**src/rtl/mmio_pkg.sv**
```systemverilog
// Shared constants for the MMIO responder: register offsets, bit positions and the default window base.
package mmio_pkg;

    localparam logic [7:0] MMIO_BASE_DEFAULT = 8'hF0;

    localparam logic [3:0] MMIO_STATUS    = 4'd0;
    localparam logic [3:0] MMIO_TXDATA    = 4'd1;
    localparam logic [3:0] MMIO_CYCLE     = 4'd2;
    localparam logic [3:0] MMIO_TIMER_CMP = 4'd3;
    localparam logic [3:0] MMIO_CTRL      = 4'd4;
    localparam logic [3:0] MMIO_HALT      = 4'd5;

    localparam int unsigned STATUS_FULL_BIT  = 0;
    localparam int unsigned STATUS_EMPTY_BIT = 1;
    localparam int unsigned STATUS_IRQ_BIT   = 2;
    localparam int unsigned STATUS_OVF_BIT   = 3;
    localparam int unsigned STATUS_COUNT_LSB = 4;
    localparam int unsigned STATUS_COUNT_W   = 4;

    localparam int unsigned CTRL_TIMER_EN_BIT = 0;

    // STATUS count field is 4 bits wide; deeper FIFOs report 15.
    function automatic logic [3:0] sat_count4(input int unsigned count);
        return (count > 15) ? 4'hF : 4'(count);
    endfunction

endpackage

```
**src/rtl/tx_fifo.sv**
```systemverilog
// Synchronous byte FIFO for the console TX path; head is visible without bypass.
module tx_fifo #(
    parameter int unsigned DEPTH = 8,
    parameter int unsigned WIDTH = 8
) (
    input  logic                     clk,
    input  logic                     reset,
    input  logic                     push_i,
    input  logic [WIDTH-1:0]         data_i,
    input  logic                     pop_i,
    output logic [WIDTH-1:0]         head_o,
    output logic                     full_o,
    output logic                     empty_o,
    output logic [$clog2(DEPTH):0]   count_o
);

    localparam int unsigned PTR_W = $clog2(DEPTH);
    localparam int unsigned CNT_W = PTR_W + 1;

    logic [WIDTH-1:0] mem_q [DEPTH];
    logic [PTR_W-1:0] wr_ptr_q, rd_ptr_q;
    logic [CNT_W-1:0] count_q, count_d;
    logic             do_push, do_pop;

    assign empty_o = (count_q == '0);
    assign full_o  = (count_q == CNT_W'(DEPTH));
    assign do_pop  = pop_i & ~empty_o;
    // A pop on the same edge frees a slot, so a full FIFO still accepts the push.
    assign do_push = push_i & (~full_o | do_pop);
    assign head_o  = mem_q[rd_ptr_q];
    assign count_o = count_q;

    always_comb begin
        count_d = count_q;
        if (do_push && !do_pop) begin
            count_d = count_q + CNT_W'(1);
        end else if (do_pop && !do_push) begin
            count_d = count_q - CNT_W'(1);
        end
    end

    always_ff @(posedge clk or posedge reset) begin
        if (reset) begin
            for (int unsigned i = 0; i < DEPTH; i++) begin
                mem_q[i] <= '0;
            end
            wr_ptr_q <= '0;
            rd_ptr_q <= '0;
            count_q  <= '0;
        end else begin
            if (do_push) begin
                mem_q[wr_ptr_q] <= data_i;
                wr_ptr_q        <= wr_ptr_q + PTR_W'(1);
            end
            if (do_pop) begin
                rd_ptr_q <= rd_ptr_q + PTR_W'(1);
            end
            count_q <= count_d;
        end
    end

endmodule

```
**src/rtl/mmio_responder.sv**
```systemverilog
// Data-bus responder: claims a 16-word MMIO window (console FIFO, cycle counter,
// compare timer, halt flag) and passes every other access through to data memory.
module mmio_responder
    import mmio_pkg::*;
#(
    parameter int unsigned           DATA_WIDTH = 32,
    parameter int unsigned           ADDR_WIDTH = 8,
    parameter logic [ADDR_WIDTH-1:0] MMIO_BASE  = ADDR_WIDTH'(MMIO_BASE_DEFAULT),
    parameter int unsigned           FIFO_DEPTH = 8
) (
    input  logic                  clk,
    input  logic                  reset,
    input  logic [ADDR_WIDTH-1:0] data_address,
    input  logic [DATA_WIDTH-1:0] write_data,
    input  logic                  write_enable,
    output logic [DATA_WIDTH-1:0] read_data,
    output logic                  mem_write_enable,
    input  logic [DATA_WIDTH-1:0] mem_read_data,
    output logic [7:0]            tx_data,
    output logic                  tx_valid,
    input  logic                  tx_ready,
    output logic                  irq,
    output logic                  halt
);

    localparam int unsigned CNT_W = $clog2(FIFO_DEPTH) + 1;

    logic [ADDR_WIDTH-1:0] rel_addr;
    logic [3:0]            offset;
    logic                  hit, wr_hit;
    logic                  wr_status, wr_txdata, wr_cmp, wr_ctrl, wr_halt;

    assign rel_addr  = data_address - MMIO_BASE;
    assign hit       = (data_address >= MMIO_BASE) && (rel_addr < ADDR_WIDTH'(16));
    assign offset    = rel_addr[3:0];
    assign wr_hit    = write_enable & hit;
    assign wr_status = wr_hit && (offset == MMIO_STATUS);
    assign wr_txdata = wr_hit && (offset == MMIO_TXDATA);
    assign wr_cmp    = wr_hit && (offset == MMIO_TIMER_CMP);
    assign wr_ctrl   = wr_hit && (offset == MMIO_CTRL);
    assign wr_halt   = wr_hit && (offset == MMIO_HALT);

    assign mem_write_enable = write_enable & ~hit;

    logic             fifo_pop, fifo_full, fifo_empty;
    logic [CNT_W-1:0] fifo_count;

    assign fifo_pop = tx_valid & tx_ready;
    assign tx_valid = ~fifo_empty;

    tx_fifo #(
        .DEPTH (FIFO_DEPTH),
        .WIDTH (8)
    ) u_tx_fifo (
        .clk     (clk),
        .reset   (reset),
        .push_i  (wr_txdata),
        .data_i  (write_data[7:0]),
        .pop_i   (fifo_pop),
        .head_o  (tx_data),
        .full_o  (fifo_full),
        .empty_o (fifo_empty),
        .count_o (fifo_count)
    );

    logic [DATA_WIDTH-1:0] cycle_q, cycle_d, cmp_q, cmp_d;
    logic                  timer_en_q, timer_en_d;
    logic                  irq_q, irq_d, ovf_q, ovf_d, halt_q, halt_d;

    // Next-state for counter, timer, sticky flags; timer set overrides a same-edge W1C.
    always_comb begin
        cycle_d    = cycle_q + DATA_WIDTH'(1);
        cmp_d      = cmp_q;
        timer_en_d = timer_en_q;
        irq_d      = irq_q;
        ovf_d      = ovf_q;
        halt_d     = halt_q;
        if (wr_status) begin
            if (write_data[STATUS_IRQ_BIT]) irq_d = 1'b0;
            if (write_data[STATUS_OVF_BIT]) ovf_d = 1'b0;
        end
        if (timer_en_q && (cycle_q == cmp_q)) irq_d = 1'b1;
        if (wr_txdata && fifo_full && !fifo_pop) ovf_d = 1'b1;
        if (wr_cmp) cmp_d = write_data;
        if (wr_ctrl) timer_en_d = write_data[CTRL_TIMER_EN_BIT];
        if (wr_halt) halt_d = 1'b1;
    end

    always_ff @(posedge clk or posedge reset) begin
        if (reset) begin
            cycle_q    <= '0;
            cmp_q      <= '0;
            timer_en_q <= 1'b0;
            irq_q      <= 1'b0;
            ovf_q      <= 1'b0;
            halt_q     <= 1'b0;
        end else begin
            cycle_q    <= cycle_d;
            cmp_q      <= cmp_d;
            timer_en_q <= timer_en_d;
            irq_q      <= irq_d;
            ovf_q      <= ovf_d;
            halt_q     <= halt_d;
        end
    end

    assign irq  = irq_q;
    assign halt = halt_q;

    logic [DATA_WIDTH-1:0] reg_rdata;

    always_comb begin
        reg_rdata = '0;
        case (offset)
            MMIO_STATUS: begin
                reg_rdata[STATUS_FULL_BIT]  = fifo_full;
                reg_rdata[STATUS_EMPTY_BIT] = fifo_empty;
                reg_rdata[STATUS_IRQ_BIT]   = irq_q;
                reg_rdata[STATUS_OVF_BIT]   = ovf_q;
                reg_rdata[STATUS_COUNT_LSB +: STATUS_COUNT_W] = sat_count4(32'(fifo_count));
            end
            MMIO_CYCLE:     reg_rdata = cycle_q;
            MMIO_TIMER_CMP: reg_rdata = cmp_q;
            MMIO_CTRL:      reg_rdata[CTRL_TIMER_EN_BIT] = timer_en_q;
            MMIO_HALT:      reg_rdata[0] = halt_q;
            default:        reg_rdata = '0;
        endcase
    end

    assign read_data = hit ? reg_rdata : mem_read_data;

endmodule

```
**config.mk**
```make
export PLATFORM = sky130hd
export DESIGN_NAME = mmio_responder
export DESIGN_NICKNAME = d
export VERILOG_FILES = /design/src/rtl/mmio_pkg.sv /design/src/rtl/tx_fifo.sv /design/src/rtl/mmio_responder.sv
export SDC_FILE = /design/constraint.sdc
export NUM_CORES = 1
export LEC_CHECK = 0
export ABC_AREA = 1
export CAP_MARGIN = 20
export CORE_ASPECT_RATIO = 0.5
export CORE_UTILIZATION = 55
export DETAILED_ROUTE_END_ITERATION = 10
export GPL_TIMING_DRIVEN = 1
export PLACE_DENSITY = 0.77
export REMOVE_ABC_BUFFERS = 1
export SYNTH_ARGS = -nofsm -noshare
export SYNTH_HDL_FRONTEND = slang
export SYNTH_SLANG_ARGS = --single-unit
```
**constraint.sdc**
```tcl
create_clock -name clk -period 5.7 [get_ports clk]
set_input_delay 0.855 -clock clk [delete_from_list [all_inputs] [get_ports clk]]
set_output_delay 0.855 -clock clk [all_outputs]
set_load 0.02 [all_outputs]
```
After elaboration in Yosys (flattened, before gate mapping). Index checks and enable logic that the tools add are counted.

Register bits: 142. Input bits: 76. Output and inout bits: 44. Word-level logic and storage cells: 88.

$add $sub $neg: 6. Magnitude comparators: 5. Equal/unequal tests: 7. Muxes and demuxes: 18. Bitwise operators: 11. Reductions and logical operators: 24.

Operators by type and width (number): 64-bit bitwise mux (1); 24-bit case mux with 2 select lines (1); 32-bit by 1-bit adder with 32-bit output, second input constant (1); 32-bit equality test (1); 32-bit 2-to-1 mux (1); 8-bit binary-select mux with 3-bit select (1); 8-bit demux with 3-bit select (1); 8-bit 2-to-1 mux (3); 7-bit case mux with 3 select lines (1); 1-bit logical AND (12); 2-bit nonzero test (5); 4-bit by 2-bit equality test with 1-bit output, second input constant (2); 4-bit by 3-bit equality test with 1-bit output, second input constant (2); 4-bit greater-or-equal comparator, second input constant (2); 8-bit greater-or-equal comparator, second input constant (1); 4-bit logical NOT (2); 8-bit by 5-bit less-than comparator with 1-bit output, second input constant (1); 4-bit 2-to-1 mux (2); 3-bit inverter with 4-bit output (2); 8-bit subtractor, second input constant (1); 3-bit by 1-bit adder with 3-bit output, second input constant (2); 1-bit 2-to-1 mux (6); 1-bit AND (5); 1-bit case mux with 5 select lines (1); 9 further kinds (14).

Logic depth before layout (Yosys ltp).
Depth in word-level cells: 10. Mapped depth: 14.

By module. A second synthesis with hierarchy kept.

Cell total of the unflattened synthesis: 1129. Area, all modules: 8344.3 um^2.

By module, submodules not included: mmio_responder (instances 1, cells an instance 610, area each 4310.4 um^2, sequential area each 1701.6 um^2); tx_fifo (instances 1, cells an instance 519, area each 4033.9 um^2, sequential area each 1851.8 um^2).

Worst setup path after synthesis. Ideal clock, no wire load.

Path kind: input-to-reg. Start: in data_address[5]. End: reg u_tx_fifo.count_q[3] (netlist: u_tx_fifo.count_o[3]). Arrival: 2.825 ns. Data required time: 5.569 ns. Slack: 2.744 ns. Stages on the path: 14. Buffers on the path: 2. Path through: nand4_1 -> clkbuf_1 -> inv_1 -> buf_2 -> nand2_1 -> nor4_1 -> ha_1 -> inv_1 -> ha_1 -> a21oi_1 -> nand2_1 -> a21oi_1 -> o21ai_0 -> xor2_1.

Word-level cells in the longest chain between the ends: 9.

RTL lines: start, declared (line mmio_responder.sv:13) `input logic [ADDR_WIDTH-1:0] data_address,`; 8-bit subtractor (line mmio_responder.sv:33) `assign rel_addr = data_address - MMIO_BASE;`; 8-bit by 5-bit less-than comparator with 1-bit output (line mmio_responder.sv:34) `assign hit = (data_address >= MMIO_BASE) && (rel_addr < ADDR_WIDTH'(16));`; 1-bit logical AND (*) (line mmio_responder.sv:34); 1-bit AND (*) (line mmio_responder.sv:36) `assign wr_hit = write_enable & hit;`; 1-bit logical AND (*) (line mmio_responder.sv:38) `assign wr_txdata = wr_hit && (offset == MMIO_TXDATA);`; 1-bit AND (*) (line tx_fifo.sv:29) `assign do_push = push_i & (~full_o | do_pop);`; via u_tx_fifo.do_push (line tx_fifo.sv:23) `logic do_push, do_pop;`; 1-bit logical NOT (line tx_fifo.sv:37) `end else if (do_pop && !do_push) begin`; 1-bit logical AND (line tx_fifo.sv:37); 2-bit nonzero test (no source line); end signal, assigned (line tx_fifo.sv:58) `count_q <= count_d;`; end, declared (line tx_fifo.sv:22) `logic [CNT_W-1:0] count_q, count_d;`.

Mark *: on every way through the listed nets, which the timed path passes. The rest lies on a longest branch. A chain may end at the register's enable or synchronous reset.

Worst setup path in the final report.
Start: in data_address[2]. End: out read_data[5].

Word-level cells in the longest chain between the ends: 4.

RTL lines: 8-bit subtractor (line mmio_responder.sv:33); 8-bit by 5-bit less-than comparator with 1-bit output (tied with other cells) (line mmio_responder.sv:34); 1-bit logical AND or 7-bit case mux with 3 select lines (tied branches) (line mmio_responder.sv:34, mmio_responder.sv:114); 32-bit 2-to-1 mux (*) (line mmio_responder.sv:130) `assign read_data = hit ? reg_rdata : mem_read_data;`; end, declared (line mmio_responder.sv:16) `output logic [DATA_WIDTH-1:0] read_data,`.

Every way passes the cells marked *; elsewhere a longest branch is shown, timed or not.

==> flow_results.org <==
** Power and ir drop
- For this design the static power due to leakage is 4.57 nW.
- Power density of the placed cells :: 314 nW/um^2
- VDD sags by at most 219 uV.

** Logic synthesis
- Number of standard cells after synthesis :: 1019
- Number of register bits inferred by synthesis :: 142
- Largest family of logic cells by synthesized area :: simple AND/OR/NAND/NOR gates
- The synthesized netlist devotes 4.74% of its cell area to XOR and XNOR gates.
- Summing every instance area after synthesis gives 7770 um^2.
- Post-Synthesis Mean Instance Area :: 7.62 um^2
- Simple-Gate Fraction of Synth Area :: 25.8%
- The synthesized netlist devotes 14.5% of its cell area to compound gates.
- The biggest area contributor in the post-synthesis netlist is sky130_fd_sc_hd__dfrtp_1.
- After synthesis, the netlist uses 37 different library cells.
- Dominant cells by area after synthesis :: sky130_fd_sc_hd__dfrtp_1, sky130_fd_sc_hd__nand2_1, sky130_fd_sc_hd__nor2_1, sky130_fd_sc_hd__inv_1, sky130_fd_sc_hd__o21ai_0
- After Yosys synthesis, full adders, half adders and majority gates account for 1.22% of the synthesized area.
- After synthesis, the share of cell area in mux cells is 0.290%.
- The synthesized design devotes to its leading area cell type 45.8% of total area.
- Sequential-to-total area share from yosys stat :: 45.8%
- Total number of yosys warnings :: 0

** Place
- OpenSTA, run right after detailed placement, puts the worst setup slack at 1.34 ns.
- At the end of routability-driven placement, the weighted congestion stood at 0.910.
- Total half-perimeter wirelength after legalization and detailed placement :: 13.2 mm
- During placement, the flow inserted port buffers numbering 119.

** Run status
- The run finished with clean final reports.

** Layout
- Cells with a size suffix above 1 make up 6.16% of the layout.
- The repair_antennas step left the layout with diodes totalling 0.
- For this run, the post-layout net count is 1208.
- Once layout is complete, the utilization of the core stands at 70.4%.
- Layout overhead on the synthesized area :: 23.9%

** Critical path
- The worst setup path is captured at an output port.
- Of all nets on the critical path, the largest fanout is 28.
- STA classifies the critical path startpoint as a primary input.
- Required @ worst endpoint :: 4.85 ns
- Arrival time worst endpoint :: 3.57 ns
- By startpoint and endpoint, the worst setup path is classified as in2out.

** Routing
- Detailed-routed wire length on met2 :: 9.70 mm
- Antenna-violating nets left :: 0
- Top Metal Used :: met4
- The final layout contains routed wiring with a total length of 20.1 mm.
- Detailed-routing iteration count for the pre-antenna-repair pass :: 5
- The routed layout has 7077 vias.
- In the routed design, unresolved DRC markers number 0.
- The routed design uses 1.01 mm of met3 wire.
- Dividing the detail-routed wire length by the instance count gives 15.1 um.
- In the final routing, the length of wire on met1 measures 9.09 mm.
- Via-to-Cell Ratio :: 5.33
- In this run, the number of DRC markers left after iteration 0 of detailed routing was 493.

** CTS
- TritonCTS built the clock tree.
- For this design, the sink count on the clock tree is 142.
- Clock-pin slew was measured on the worst setup and hold paths at 0.07 ns.
- CTS Buffer Depth :: 2
- Clock latency on the worst-skew pair, taken at its later pin, is 0.42 ns.
- In this run, post-CTS repair resized a total of 0 instances.
- Cell chosen for the clock root :: sky130_fd_sc_hd__clkbuf_16
- Buffers inserted to repair hold after CTS numbered 0.
- Clock buffer count from CTS :: 17
- Once the clock tree was built, the setup fixing pass inserted 0 buffers.
- The H-tree was split into 4 levels.

** STA
- Setup slack of the critical path after layout :: 1.27 ns
- Worst-case clock skew :: 0.0143 ns
- Final hold violations :: 0
- Setup repair after global routing left no endpoint under its margin.
- Max Clk Rate :: 226 MHz
- At the pin with the least slew margin, the transition time is 1.10 ns.
- Max Slew Vio Count :: 0
- Measured against its own limit, the worst slew margin works out to 26.5%.
- Min cycle time layout :: 4.43 ns
- In the final timing run, aggregate negative setup slack is 0 ns.
- Final cycle utilization of the critical path :: 77.7%
- Number of endpoints failing setup at the final stage :: 0

** Die
- Core Box Area :: 13700 um^2
- The floorplan step set the die height to 86.0 um.
- The floorplan step defined a die boundary enclosing 14600 um^2.
- 120 I/O pins were placed.
- The floorplan step set the die width to 170 um.
- Once the floorplan was initialized, standard cells occupied 56.8% of the core.
- The floorplan has 30 rows.

** Global routing
- Wire length of the first global-routing pass :: 33.1 mm
- Via count of the first global-routing pass :: 6660
- For this run the aggregate overflow at the end of global routing stands at 0.
- Overall fraction of global-route tracks in use :: 28.9%
- Pin count of the biggest net entering global routing :: 96
- The number of antenna violations at the first check in global routing came to 0.

** Run
- Across the run, the number of max-cap violations was 0.

** Worst hold path
- The path class of the tightest hold or removal check is reg2reg.
[critical path, stage by stage]
cell and delay [ns]:
sky130_fd_sc_hd__clkdlybuf4s50_1 0.49, sky130_fd_sc_hd__nor2_4 0.18, sky130_fd_sc_hd__nand2_1 0.66, sky130_fd_sc_hd__inv_1 0.47
sky130_fd_sc_hd__a21oi_1 0.13, sky130_fd_sc_hd__o21ai_0 0.16, sky130_fd_sc_hd__clkdlybuf4s50_1 0.62
[report_power, final]
part / total, mW / leakage, nW / switching [mW] / internal (mW)
clock network: 1.12 / 0.277 / 0.467 / 0.653
registers: 1.13 / 1.82 / 0.0804 / 1.05
logic: 0.772 / 2.47 / 0.436 / 0.336
[logic make-up after synthesis]
group	after synthesis
AND/OR/NAND/NOR	490
AO/OA/AOI/OAI	197
flip-flops	142
buffers and inverters	139
XOR/XNOR	42
adder cells (fa/ha/maj)	7
multiplexers	2
[per-layer routing]
layer  vias up  GRT usage, %
li1       3490             -
met1      3372          38.4
met2       185          48.8
met3        30          5.03
met4         0          8.52
met5         -             0
[state kept, by name, indices dropped and copies added (netlist names)]
signal              count
u_tx_fifo.mem_q        64
u_tx_fifo.count_o       4
u_tx_fifo.wr_ptr_q      3
cmp_q                  32
cycle_q                32
u_tx_fifo.rd_ptr_q      3
timer_en_q              1
irq                     1
halt                    1
ovf_q                   1
[stage by stage]
step | instance area [um^2] | hold slack (ns) | cells | total power, mW
2_1_floorplan | 7560 | 0.448 | 982 | 1.59
3_3_place_gp | 9030 | 0.460 | 1297 | 1.90
3_5_place_dp | 9030 | 0.464 | 1297 | 1.91
4_1_cts | 9610 | 0.480 | 1327 | 3.02
5_1_grt | 9630 | 0.507 | 1328 | 3.17
6_report | 9630 | 0.481 | 1328 | 3.02
[final cells by class]
class / count / area, um^2
multi-input cells: 738 / 3620
well taps: 192 / 240
repair buffers: 124 / 1240
flip-flops and latches: 142 / 3550
clock buffers: 17 / 425
inverters: 102 / 388
clock inverters: 13 / 158
fillers: 1126 / 4040
[synthesized netlist by cell type]
cell type                  number
sky130_fd_sc_hd__o21ai_1       41
sky130_fd_sc_hd__ha_1           6
sky130_fd_sc_hd__buf_12         1
sky130_fd_sc_hd__inv_2          2
sky130_fd_sc_hd__a31oi_1        2
sky130_fd_sc_hd__buf_1          3
sky130_fd_sc_hd__buf_2          6
sky130_fd_sc_hd__clkinv_1       1
sky130_fd_sc_hd__mux2_2         2
sky130_fd_sc_hd__and2_1         1
sky130_fd_sc_hd__o21ai_0       66
sky130_fd_sc_hd__o31ai_1        1
sky130_fd_sc_hd__xor2_1        33
sky130_fd_sc_hd__nand3_2        1
sky130_fd_sc_hd__nor2_4         2
sky130_fd_sc_hd__nor2_2         3
sky130_fd_sc_hd__nand2_2        3
sky130_fd_sc_hd__o21ai_2       12
sky130_fd_sc_hd__nand3_1       20
sky130_fd_sc_hd__nand3b_1       1
sky130_fd_sc_hd__nor3_2         2
sky130_fd_sc_hd__dfrtp_1      142
sky130_fd_sc_hd__o32ai_1       16
sky130_fd_sc_hd__clkbuf_1      21
sky130_fd_sc_hd__nand2_4        6
sky130_fd_sc_hd__nor3_1        16
sky130_fd_sc_hd__a21o_1         1
sky130_fd_sc_hd__nor2_1       125
sky130_fd_sc_hd__nand4_1        8
sky130_fd_sc_hd__xnor2_1        9
sky130_fd_sc_hd__nand2_1      301
sky130_fd_sc_hd__buf_6          6
sky130_fd_sc_hd__a21oi_1       33
sky130_fd_sc_hd__nor4_1         1
sky130_fd_sc_hd__o22ai_1       25
sky130_fd_sc_hd__inv_1         99
sky130_fd_sc_hd__fa_1           1
[cells in the final DEF, fill, tap and decap left out, types with 25 or more instances in the layout]
cell                              netlist  routed
sky130_fd_sc_hd__xor2_1                33      33
sky130_fd_sc_hd__inv_1                 99      98
sky130_fd_sc_hd__o21ai_1               41      41
sky130_fd_sc_hd__o21ai_0               66      66
sky130_fd_sc_hd__a21oi_1               33      33
sky130_fd_sc_hd__nor2_1               125     125
sky130_fd_sc_hd__o22ai_1               25      25
sky130_fd_sc_hd__clkdlybuf4s50_1        0     119
sky130_fd_sc_hd__dfrtp_1              142     142
sky130_fd_sc_hd__nand2_1              301     300
[final timing paths]
kind | slack [ns] | cells after the start | from | endpoint
max | 1.27 | 7 | data_address[2] | read_data[5]
min | 0.48 | 2 | u_tx_fifo.mem_q[41] | u_tx_fifo.mem_q[41]
max reg2reg | 3.37 | 12 | u_tx_fifo.count_o[1] | u_tx_fifo.count_o[3]
min reg2reg | 0.48 | 2 | u_tx_fifo.mem_q[41] | u_tx_fifo.mem_q[41]
max in group asynchronous | 3.57 | 3 | reset | u_tx_fifo.mem_q[56]
min in group asynchronous | 1.00 | 2 | reset | u_tx_fifo.mem_q[6]
(Power assumes the default switching activity.)
